File: src/rtl/session_manager.sv
// Session supervisor between authentication and game control: latches the player on
// login, runs inactivity and guest session timers, warns, and requests logout on expiry.
module session_manager #(
   parameter int TICK_DIV     = 50_000_000,
   parameter int IDLE_TIMEOUT = 60,
   parameter int GUEST_LIMIT  = 120,
   parameter int WARN_S       = 10
) (
   input  logic       clk,
   input  logic       rst,
   input  logic       LoggedIn,
   input  logic       LoggedOut,
   input  logic       isGuest,
   input  logic [4:0] PlayerAddress,
   input  logic       Activity,
   input  logic       LogoutButton,
   output logic       LogoutCommand,
   output logic       SessionActive,
   output logic [4:0] SessionAddress,
   output logic       SessionGuest,
   output logic       Warning,
   output logic [7:0] SecondsLeft
);

   localparam int PW = (TICK_DIV > 2) ? $clog2(TICK_DIV) : 1;
   localparam logic [PW-1:0] PRESC_MAX = PW'(TICK_DIV - 1);
   localparam logic [7:0]    IDLE_LIM  = 8'(IDLE_TIMEOUT);
   localparam logic [7:0]    GUEST_LIM = 8'(GUEST_LIMIT);
   localparam logic [7:0]    WARN_LIM  = 8'(WARN_S);
   localparam logic [7:0]    NO_LIMIT  = 8'd255;

   typedef enum logic [2:0] {
      S_IDLE,
      S_ACTIVE,
      S_WARN,
      S_LOGOUT,
      S_WAIT_OUT
   } state_t;

   state_t        state_q, state_d;
   logic [PW-1:0] presc_q, presc_d;
   logic [7:0]    idle_cnt_q, idle_cnt_d;
   logic [7:0]    sess_cnt_q, sess_cnt_d;
   logic          logout_cmd_q, logout_cmd_d;
   logic          active_q, active_d;
   logic [4:0]    addr_q, addr_d;
   logic          guest_q, guest_d;
   logic          warn_q, warn_d;
   logic [7:0]    left_q, left_d;

   logic          tick;
   logic [7:0]    idle_nx, sess_nx, rem_idle, rem_sess, left_nx;

   function automatic logic [7:0] sat_inc(input logic [7:0] x);
      return (x == 8'hFF) ? x : x + 8'd1;
   endfunction

   function automatic logic [7:0] remaining(input logic [7:0] limit, input logic [7:0] cnt);
      return (cnt >= limit) ? 8'd0 : limit - cnt;
   endfunction

   function automatic logic [7:0] min8(input logic [7:0] a, input logic [7:0] b);
      return (a < b) ? a : b;
   endfunction

   always_comb begin
      tick     = (presc_q == PRESC_MAX);
      // Activity clears the idle count even when it lands on a tick.
      idle_nx  = Activity ? 8'd0 : (tick ? sat_inc(idle_cnt_q) : idle_cnt_q);
      sess_nx  = (tick && guest_q) ? sat_inc(sess_cnt_q) : sess_cnt_q;
      rem_idle = remaining(IDLE_LIM, idle_nx);
      rem_sess = guest_q ? remaining(GUEST_LIM, sess_nx) : NO_LIMIT;
      left_nx  = min8(rem_idle, rem_sess);

      state_d      = state_q;
      presc_d      = presc_q;
      idle_cnt_d   = idle_cnt_q;
      sess_cnt_d   = sess_cnt_q;
      logout_cmd_d = 1'b0;
      active_d     = active_q;
      addr_d       = addr_q;
      guest_d      = guest_q;
      warn_d       = warn_q;
      left_d       = left_q;

      case (state_q)
         S_IDLE: begin
            if (LoggedIn) begin
               state_d    = S_ACTIVE;
               addr_d     = PlayerAddress;
               guest_d    = isGuest;
               presc_d    = '0;
               idle_cnt_d = 8'd0;
               sess_cnt_d = 8'd0;
               active_d   = 1'b1;
               warn_d     = 1'b0;
               left_d     = min8(IDLE_LIM, isGuest ? GUEST_LIM : NO_LIMIT);
            end
         end

         S_ACTIVE, S_WARN: begin
            if (!LoggedIn) begin
               state_d    = S_IDLE;
               presc_d    = '0;
               idle_cnt_d = 8'd0;
               sess_cnt_d = 8'd0;
               active_d   = 1'b0;
               addr_d     = 5'd0;
               guest_d    = 1'b0;
               warn_d     = 1'b0;
               left_d     = 8'd0;
            end else if (LogoutButton || (left_nx == 8'd0)) begin
               state_d      = S_LOGOUT;
               logout_cmd_d = 1'b1;
               active_d     = 1'b0;
               warn_d       = 1'b0;
               left_d       = 8'd0;
            end else begin
               presc_d    = tick ? '0 : presc_q + 1'b1;
               idle_cnt_d = idle_nx;
               sess_cnt_d = sess_nx;
               left_d     = left_nx;
               // One comparison covers both entering and leaving the warning window.
               warn_d     = (left_nx <= WARN_LIM);
               state_d    = (left_nx <= WARN_LIM) ? S_WARN : S_ACTIVE;
            end
         end

         S_LOGOUT: begin
            state_d = S_WAIT_OUT;
         end

         S_WAIT_OUT: begin
            if (LoggedOut || !LoggedIn) begin
               state_d    = S_IDLE;
               presc_d    = '0;
               idle_cnt_d = 8'd0;
               sess_cnt_d = 8'd0;
               active_d   = 1'b0;
               addr_d     = 5'd0;
               guest_d    = 1'b0;
               warn_d     = 1'b0;
               left_d     = 8'd0;
            end
         end

         default: begin
            state_d = S_IDLE;
         end
      endcase
   end

   always_ff @(posedge clk or negedge rst) begin
      if (!rst) begin
         state_q      <= S_IDLE;
         presc_q      <= '0;
         idle_cnt_q   <= 8'd0;
         sess_cnt_q   <= 8'd0;
         logout_cmd_q <= 1'b0;
         active_q     <= 1'b0;
         addr_q       <= 5'd0;
         guest_q      <= 1'b0;
         warn_q       <= 1'b0;
         left_q       <= 8'd0;
      end else begin
         state_q      <= state_d;
         presc_q      <= presc_d;
         idle_cnt_q   <= idle_cnt_d;
         sess_cnt_q   <= sess_cnt_d;
         logout_cmd_q <= logout_cmd_d;
         active_q     <= active_d;
         addr_q       <= addr_d;
         guest_q      <= guest_d;
         warn_q       <= warn_d;
         left_q       <= left_d;
      end
   end

   assign LogoutCommand  = logout_cmd_q;
   assign SessionActive  = active_q;
   assign SessionAddress = addr_q;
   assign SessionGuest   = guest_q;
   assign Warning        = warn_q;
   assign SecondsLeft    = left_q;

endmodule

File: config.mk
export PLATFORM = sky130hd
export DESIGN_NAME = session_manager
export DESIGN_NICKNAME = d
export VERILOG_FILES = /design/src/rtl/session_manager.sv
export SDC_FILE = /design/constraint.sdc
export NUM_CORES = 1
export LEC_CHECK = 0
export ABC_AREA = 1
export CELL_PAD_IN_SITES_DETAIL_PLACEMENT = 1
export CELL_PAD_IN_SITES_GLOBAL_PLACEMENT = 1
export CORE_ASPECT_RATIO = 0.9
export CORE_MARGIN = 5
export CORE_UTILIZATION = 45
export CTS_BUF_LIST = sky130_fd_sc_hd__clkbuf_2
export DETAILED_ROUTE_END_ITERATION = 8
export GPL_TIMING_DRIVEN = 0
export HOLD_SLACK_MARGIN = 0.05
export PLACE_DENSITY = 0.91
export SYNTH_ARGS = -nofsm -noshare
export SYNTH_HDL_FRONTEND = slang
export SYNTH_SLANG_ARGS = --single-unit
File: constraint.sdc
create_clock -name clk -period 13.8 [get_ports clk]
set_clock_uncertainty 0.1 [all_clocks]
set_input_delay 1.38 -clock clk [delete_from_list [all_inputs] [get_ports clk]]
set_output_delay 1.38 -clock clk [all_outputs]
set_load 0.02 [all_outputs]
==> flow_summary.toml, run 1 <==
[floorplan]
dieArea_mm2 = 0.0128
start_util = 0.463
dieWidth_um = 119
fp-row-count = 35
core_mm2 = 0.0103
ioPinCount = 29
die_h_um = 108

[sta]
post-route-period-util = 0.411
slew_violations = 0
fmax_mhz = 176
max_slew_margin = 0.316
rsz0062_at_grt = "no"
setup_ws_ns = 8.13
setup_tns_ns = 0
hold_violations = 0
layout_min_cycle_time_ns = 5.67
finalSetupViolCount = 0
worst_pin_slew_ns = 1.02

[synth]
synthDistinctLibCells = 38
async_flop_share = 1.00
synth_edf_count = 0
syn_area_mm2 = 0.00478
syn_inst = 720
ys_seq_elements = 62
synth_top_flop_cell = "dfrtp_1"
seq_area_frac_synth = 0.325
avgSynthCellArea_um2 = 6.64
yosys_warnings = 0

[global_routing]
grt_overflow_total = 0
grt_max_degree = 63
antenna_found_initial = 0
grt_pass1_wl_mm = 25.9
grt_usage = 0.248
grt_pass1_vias = 5288

[layout]
area_delta_synth_final_pct = 11.1
drive_gt1_frac = 0.110
n_antenna_cell = 0
layout.nets = 784
finalNonFillerCells = 894
final_util = 0.514
mostFrequentLayoutCell = "nand2_1"
final_cell_mix = "nand2_1 (234), inv_1 (74), nand3_1 (72)"
final_area_mm2 = 0.00531

[setup_path]
r2r_setup_slack_ns = 8.13
endpoint_kind = "flip-flop"
criticalPathCategory = "flip-flop to flip-flop"
cpMostUsedCell = "nand2_1"
required_ns = 14.16
critPathSlowestCell = "a211oi_1"
worst-path-buf-inv = 4
max_stage_delay_ns = 0.80
crit_arrival_ns = 6.04
crit_fanout = 10
startpoint_type = "flip-flop"
crit_family = "simple AND/OR/NAND/NOR gates"

[clock_network]
post_cts_buffers = 0
cts_hold_buffers = 0
cts-buffers-inserted = 9
clkSinkCount = 62
root_buffer = "clkbuf_2"
insertion_delay_ns = 0.53
cts_tree = "done"
cts_htree_levels = 3
ctsResizeCount = 0
clk_pin_slew_worst_paths_ns = 0.21
cts_buffer_depth = 2

[run]
cap_viol_max_count = 0

[routing]
vias_per_cell = 5.51
drtIter0Drc = 329
drc = 0
drt_pass1_iterations = 5
via_count = 4924
drtAntennaViolNets = 0
wl_per_cell_um = 16.9
drt-total-wl_mm = 15.1

[place]
port_buffers = 28
place.gp.congestion = 0.981
dp_hpwl_mm = 11.7
pre_cts_slack_ns = 7.98
placed_area_mm2 = 0.00522
dpl.cell_count = 878

[pwr]
p_leak_nw = 2.53
power_density_mw_per_mm2 = 117
max-vdd-ir-drop_mv = 0.104

[run_status]
outcome = "finished, final reports clean"

[hold_path]
hp-class = "flip-flop to flip-flop"
## kinds of logic (layout without fill, tap and decap cells)
family | count (synthesis) | after routing | share of synthesized area
AOI/OAI and AO/OA | 37 | 37 | 0.0434
muxes | 1 | 1 | 0.00209
DFF | 62 | 62 | 0.325
buffers and inverters | 108 | 152 | 0.0942
other | 1 | 2 | 0.000784
xor gates and xnor gates | 28 | 28 | 0.0513
and+or+nand+nor | 471 | 471 | 0.452
adders and majority gates | 12 | 12 | 0.0314
## where the power goes
part	total [mW]	internal (mW)	switching [mW]
Combinational	0.307	0.0933	0.213
Sequential	0.219	0.204	0.0151
Clock	0.0986	0.0231	0.0755
## metal layers
layer	part of all wire	global-route usage	up-vias
met2	0.45	0.407	138
met4	0.015	0.0703	0
met5	0	0	-
met3	0.058	0.0504	24
met1	0.47	0.331	2396
li1	-	-	2366
## cell usage after synthesis (4+ instances only)
cell type,number,share of area
inv_2,9,0.0071
a21oi_1,8,0.0084
nand2_2,13,0.017
nor3_1,10,0.010
clkbuf_1,10,0.0079
dfrtp_1,62,0.32
nand3_2,11,0.023
nand3_1,72,0.075
buf_2,5,0.0052
or2_2,7,0.0092
nor2_1,70,0.055
o21ai_1,4,0.0042
nor2_4,4,0.0094
nor2_2,7,0.0092
nand4_1,12,0.016
xor2_1,25,0.046
inv_1,74,0.058
o21ai_0,17,0.018
nand2_1,234,0.18
nor4_1,23,0.030
buf_4,4,0.0063
ha_1,12,0.031
## cell type report
type,instances,area [um^2]
Buffer,24,135
Inverter,84,315
Multi-Input combinational cell,551,2780
Tap cell,129,161
Timing Repair Buffer,28,278
Sequential cell,62,1550
Fill cell,1406,5020
Clock buffer,10,50.0
Clock inverter,6,38.8
## path summary, 6_finish.rpt
path,start,to,depth (start not counted)
setup reg to reg,presc_q[0],idle_cnt_q[6],30
max in group asynchronous,rst,idle_cnt_q[6],1
min in group asynchronous,rst,presc_q[12],1
hold / removal,SessionActive,SessionActive,2
setup / recovery,presc_q[0],idle_cnt_q[6],30
hold reg to reg,SessionActive,SessionActive,2
## stage by stage
step | power, mW | hold WS (ns)
after floorplan | 0.412 | 0.364
after global placement | 0.515 | 0.359
after detailed placement | 0.527 | 0.361
after CTS | 0.628 | 0.406
after global routing | 0.669 | 0.462
final | 0.624 | 0.400
## worst min-delay path, delay by kind of cell, from the launching register on
kind          cells  cell delay, ns
flops             1            0.39
simple gates      2            0.09
## sequential cells by signal, indices dropped and copies added (netlist names)
signal and flops:
Warning 1, LogoutCommand 1, SecondsLeft 8, idle_cnt_q 8
SessionActive 1, SessionGuest 1, SessionAddress 5, sess_cnt_q 8
state_q 3, presc_q 26
Power figures use the tool's default switching activity.
==> run 2: changes to the inputs <==
CORE_UTILIZATION = 40   (was 45)
PLACE_DENSITY = 0.86   (was 0.91)
clock period = 4.9 ns   (was 13.8 ns; I/O delays follow)
==> run 2 against run 1 <==
Largest power group unchanged. Clock-buffer cell count grew 2. First-iteration DRC count shrank 11%. Routed wire length grew 7.4%. Non-clock buffer count grew 11. Sequential power grew to 2.8 times the previous value. Register-to-register slack lost 7.9 ns. Final cell count grew 4.4%. Worst setup slack lost 7.9 ns.
==> flow_summary.toml, run 2 (synthesis results as in run 1) <==
[floorplan]
start_util = 0.413
ioPinCount = 29
dieWidth_um = 125
fp-row-count = 37
core_mm2 = 0.0116
dieArea_mm2 = 0.0142
die_h_um = 114

[setup_path]
required_ns = 5.27
startpoint_type = "flip-flop"
endpoint_kind = "flip-flop"
crit_arrival_ns = 5.09
rr_worst_depth = 32
r2r_setup_slack_ns = 0.18
max_stage_delay_ns = 0.47
worst-path-buf-inv = 5
critPathSlowestCell = "dfrtp_2"
reg2reg_from = "presc_q[0]"
rr_endpoint = "presc_q[3]"
cpMostUsedCell = "nand2_1"
criticalPathCategory = "flip-flop to flip-flop"
crit_fanout = 10
crit_family = "simple AND/OR/NAND/NOR gates"

[layout]
final_area_mm2 = 0.00565
largest_register_ffs = 26
regArea_mm2 = 0.00156
n_fill_cell = 1551
layout.nets = 795
top_register = "presc_q"
area_delta_synth_final_pct = 18.2
mostFrequentLayoutCell = "nand2_1"
final_cell_mix = "nand2_1 (228), inv_1 (74), nor2_1 (67)"
multi_input_area_mm2 = 0.00293
drive_gt1_frac = 0.159

[clock_network]
insertion_delay_ns = 0.59
clkSinkCount = 62
clk_pin_slew_worst_paths_ns = 0.22
cts-buffers-inserted = 9
cts_tree = "done"
cts_buffer_depth = 2
root_buffer = "clkbuf_2"
cts_htree_levels = 3

[pwr]
max-vdd-ir-drop_mv = 0.242
power_density_mw_per_mm2 = 340
p_leak_nw = 2.65

[routing]
via_count = 5058
vias_per_cell = 5.42
drt_pass1_iterations = 5
drtAntennaViolNets = 0
drtIter0Drc = 292
drc = 0
drt-total-wl_mm = 16.2
wl_per_cell_um = 17.4

[global_routing]
grt_max_degree = 63
grt_pass1_wl_mm = 26.6
grt_pass1_vias = 5286
grt_overflow_total = 0
antenna_found_initial = 1
grt_usage = 0.230

[place]
port_buffers = 28
place.gp.congestion = 0.915
placed_area_mm2 = 0.00526
dp_hpwl_mm = 11.9

[hold_path]
hp-start = "PlayerAddress[4]"
min_to = "SessionAddress[4]"
hold_depth = 3
hp-class = "input pin to flip-flop"

[sta]
slew_violations = 0
post-route-period-util = 0.963
hold_violations = 0
finalSetupViolCount = 0
worst_pin_slew_ns = 0.866
max_slew_margin = 0.423
hold_ws_ns = 0.317
fmax_mhz = 212
layout_min_cycle_time_ns = 4.72
setup_tns_ns = 0

[run_status]
outcome = "finished, final reports clean"

[run]
cap_viol_max_count = 0
[run 2: worst max path at each step]
stage          startpoint       endpoint  slack [ns]  cells past startpoint
3_3_place_gp   presc_q[0]  idle_cnt_q[6]       -0.38                     30
6_report       presc_q[0]     presc_q[3]        0.18                     32
5_1_grt        presc_q[0]     presc_q[3]       -0.08                     31
2_1_floorplan  presc_q[0]    presc_q[10]        0.51                     31
3_5_place_dp   presc_q[0]  SessionActive       -0.53                     30
4_1_cts        presc_q[0]  idle_cnt_q[5]        0.03                     32
[run 2: final cells by class]
class,instances,share of cell area
multi-input combinational,551,0.517
sequential,62,0.275
timing repair buffer,39,0.0680
inverter,84,0.0562
tap,156,0.0345
buffer,24,0.0292
clock buffer,12,0.0106
clock inverter,4,0.00841
antenna,1,0.000443
[run 2: per-stage QoR]
step | utilization | instances | total power [mW] | worst slack (ns)
final | 0.488 | 933 | 1.92 | 0.180
after global routing | 0.488 | 933 | 2.05 | -0.0817
after CTS | 0.466 | 923 | 1.85 | 0.0303
after detailed placement | 0.454 | 905 | 1.50 | -0.530
after global placement | 0.454 | 905 | 1.46 | -0.381
after floorplan | - | 721 | 1.16 | 0.512
[run 2: report_power, final]
group	leakage (nW)	total [mW]	internal, mW	switching [mW]
Clock	0.0720	0.337	0.122	0.215
Combinational	1.74	0.963	0.316	0.647
Sequential	0.835	0.620	0.575	0.0450
[run 2: timing repair]
action                                 4_1_cts  5_1_grt
cloned                                       0        1
pin swaps                                    1        8
hold buffers                                 1        0
endpoints found under the hold margin       62        0
setup endpoints to repair                   54       52
setup buffers                                1        8
resized for setup                            5       45
[run 2: worst reg2reg max path: cells and delay by family, from the launching register on]
family | cells | cell delay [ns]
compound gates | 4 | 0.62
fa+ha+maj | 2 | 0.51
simple gates | 20 | 2.09
xor+xnor | 1 | 0.19
flops | 1 | 0.47
buf+inv | 5 | 0.63
[run 2: routing by layer]
metal / GRT usage / vias up / wire length [um]
met5: 0 / - / 0
met3: 0.0623 / 25 / 901
li1: - / 2397 / -
met2: 0.377 / 113 / 7520
met1: 0.302 / 2523 / 7540
met4: 0.0607 / 0 / 241
==> run 3: changes to the inputs <==
SLEW_MARGIN = 20   (was default)
==> run 3 against run 2 <==
Sequential power about the same. Non-clock buffer count increased by 5. Worst setup slack improved by 0.013 ns. Clock power about the same. Power increased by 3.2%. Via count decreased by 1.5%. First-iteration DRC count decreased by 1.4%. Critical endpoint is now presc_q[25]. Routed wire length about the same. Final cell count increased by 0.54%.
==> flow_summary.toml, run 3 (synthesis results as in run 1) <==
[run_status]
outcome = "finished, final reports clean"

[place]
dp_hpwl_mm = 12.0
port_buffers = 28
placed_area_mm2 = 0.00529
place.gp.congestion = 0.915

[setup_path]
max_stage_delay_ns = 0.44
endpoint_kind = "flip-flop"
reg2reg_from = "presc_q[0]"
startpoint = "presc_q[0]"
criticalPathCategory = "flip-flop to flip-flop"
r2r_setup_slack_ns = 0.19
critPathSlowestCell = "dfrtp_1"
crit_fanout = 8
crit_arrival_ns = 5.07
rr_worst_depth = 31
cpMostUsedCell = "nand2_1"
required_ns = 5.27
startpoint_type = "flip-flop"

[sta]
slew_violations = 0
max_slew_margin = 0.558
setup_tns_ns = 0
layout_min_cycle_time_ns = 4.71
hold_violations = 0
hold_ws_ns = 0.209
worst_pin_slew_ns = 0.660
finalSetupViolCount = 0
fmax_mhz = 212
post-route-period-util = 0.961

[layout]
final_cell_mix = "nand2_1 (228), inv_1 (74), nor2_1 (68)"
largest_register_ffs = 26
mostFrequentLayoutCell = "nand2_1"
drive_gt1_frac = 0.155
top_register = "presc_q"
final_area_mm2 = 0.00570
area_delta_synth_final_pct = 19.2
layout.nets = 800

[clock_network]
clk_pin_slew_worst_paths_ns = 0.22
insertion_delay_ns = 0.58
root_buffer = "clkbuf_2"
cts_htree_levels = 3
clkSinkCount = 62
cts_tree = "done"
cts_buffer_depth = 2
cts-buffers-inserted = 9

[floorplan]
fp-row-count = 37
core_mm2 = 0.0116
dieArea_mm2 = 0.0142
dieWidth_um = 125
start_util = 0.413
die_h_um = 114
ioPinCount = 29

[pwr]
power.share.sequential = 0.311
max-vdd-ir-drop_mv = 0.216
p_leak_nw = 2.67
swShare = 0.473
clkPwrFrac = 0.169
pwr-share-comb = 0.520
p_int_mw = 1.04
power.switching_mw = 0.938
power_density_mw_per_mm2 = 348

[global_routing]
grt_pass1_wl_mm = 26.4
antenna_found_initial = 1
grt_max_degree = 45
grt_pass1_vias = 5247
grt_usage = 0.227
grt_overflow_total = 0

[routing]
vias_per_cell = 5.31
drc = 0
drtAntennaViolNets = 0
drtIter0Drc = 288
wl_per_cell_um = 17.3
drt_pass1_iterations = 5
via_count = 4984
drt-total-wl_mm = 16.2

[run]
cap_viol_max_count = 0

[hold_path]
hp-class = "input pin to asynchronous set/reset pin"
run 3: changes by cell type in the layout (fill, tap and decap cells not counted), moves of 2 or more:
cell,change
clkinv_1,+2
clkbuf_2,-3
o21ai_2,-2
o21ai_1,+2
buf_4,+4
clkinvlp_4,+2
run 3: worst max-delay path, delay by kind of cell, from the launching register on:
kind            cells  cell delay (ns)
simple gates       19             1.99
fa+ha+maj           3             0.62
compound gates      3             0.55
buf+inv             4             0.54
flops               1             0.44
mux                 1             0.27
xor+xnor            1             0.07
run 3: worst paths after layout:
path                                     end
max in group asynchronous     SecondsLeft[6]
setup reg to reg                 presc_q[25]
min in group clk           SessionAddress[4]
setup / recovery                 presc_q[25]
hold / removal                   presc_q[13]
hold reg to reg               SecondsLeft[6]
run 3: area by class of cell:
type                       count  area, um^2
fill                        1566        5870
multi-input combinational    551        2910
sequential                    62        1550
timing repair buffer          44         442
inverter                      84         315
tap                          156         195
buffer                        24         169
clock inverter                 7        65.1
clock buffer                   9        45.0
antenna                        1        2.50
run 3: through the flow:
step                utilization  setup WS, ns  cells  power (mW)
global route              0.492       -0.0588    938        2.11
floorplan                     -         0.512    721        1.16
finish                    0.492         0.193    938        1.98
CTS                       0.470        0.0599    925        1.85
detailed placement        0.457        -0.556    906        1.50
global placement          0.454        -0.381    905        1.46
run 3: routing by layer:
metal | vias up | global-route usage | share of wire
met2 | 122 | 0.366 | 0.47
met3 | 9 | 0.0581 | 0.056
met1 | 2448 | 0.306 | 0.46
met4 | 0 | 0.0585 | 0.0086
met5 | - | 0 | 0
li1 | 2405 | - | -
run 3: repair_timing:
item | CTS | global route
endpoints found under the hold margin | 62 | 0
hold buffers | 1 | 0
cloned | 0 | 1
pin swaps | 1 | 11
gates resized for setup | 4 | 41
setup endpoints to repair | 54 | 51
setup buffers | 2 | 11
run 3: power groups by stage:
stage                     Combinational [mW]  Sequential, mW  Clock [mW]
final                                   1.03           0.617       0.335
after global routing                    1.11           0.625       0.370
after CTS                              0.896           0.614       0.339
after detailed placement               0.876           0.626           0
after global placement                 0.841           0.622           0
after floorplan                        0.486           0.673           0
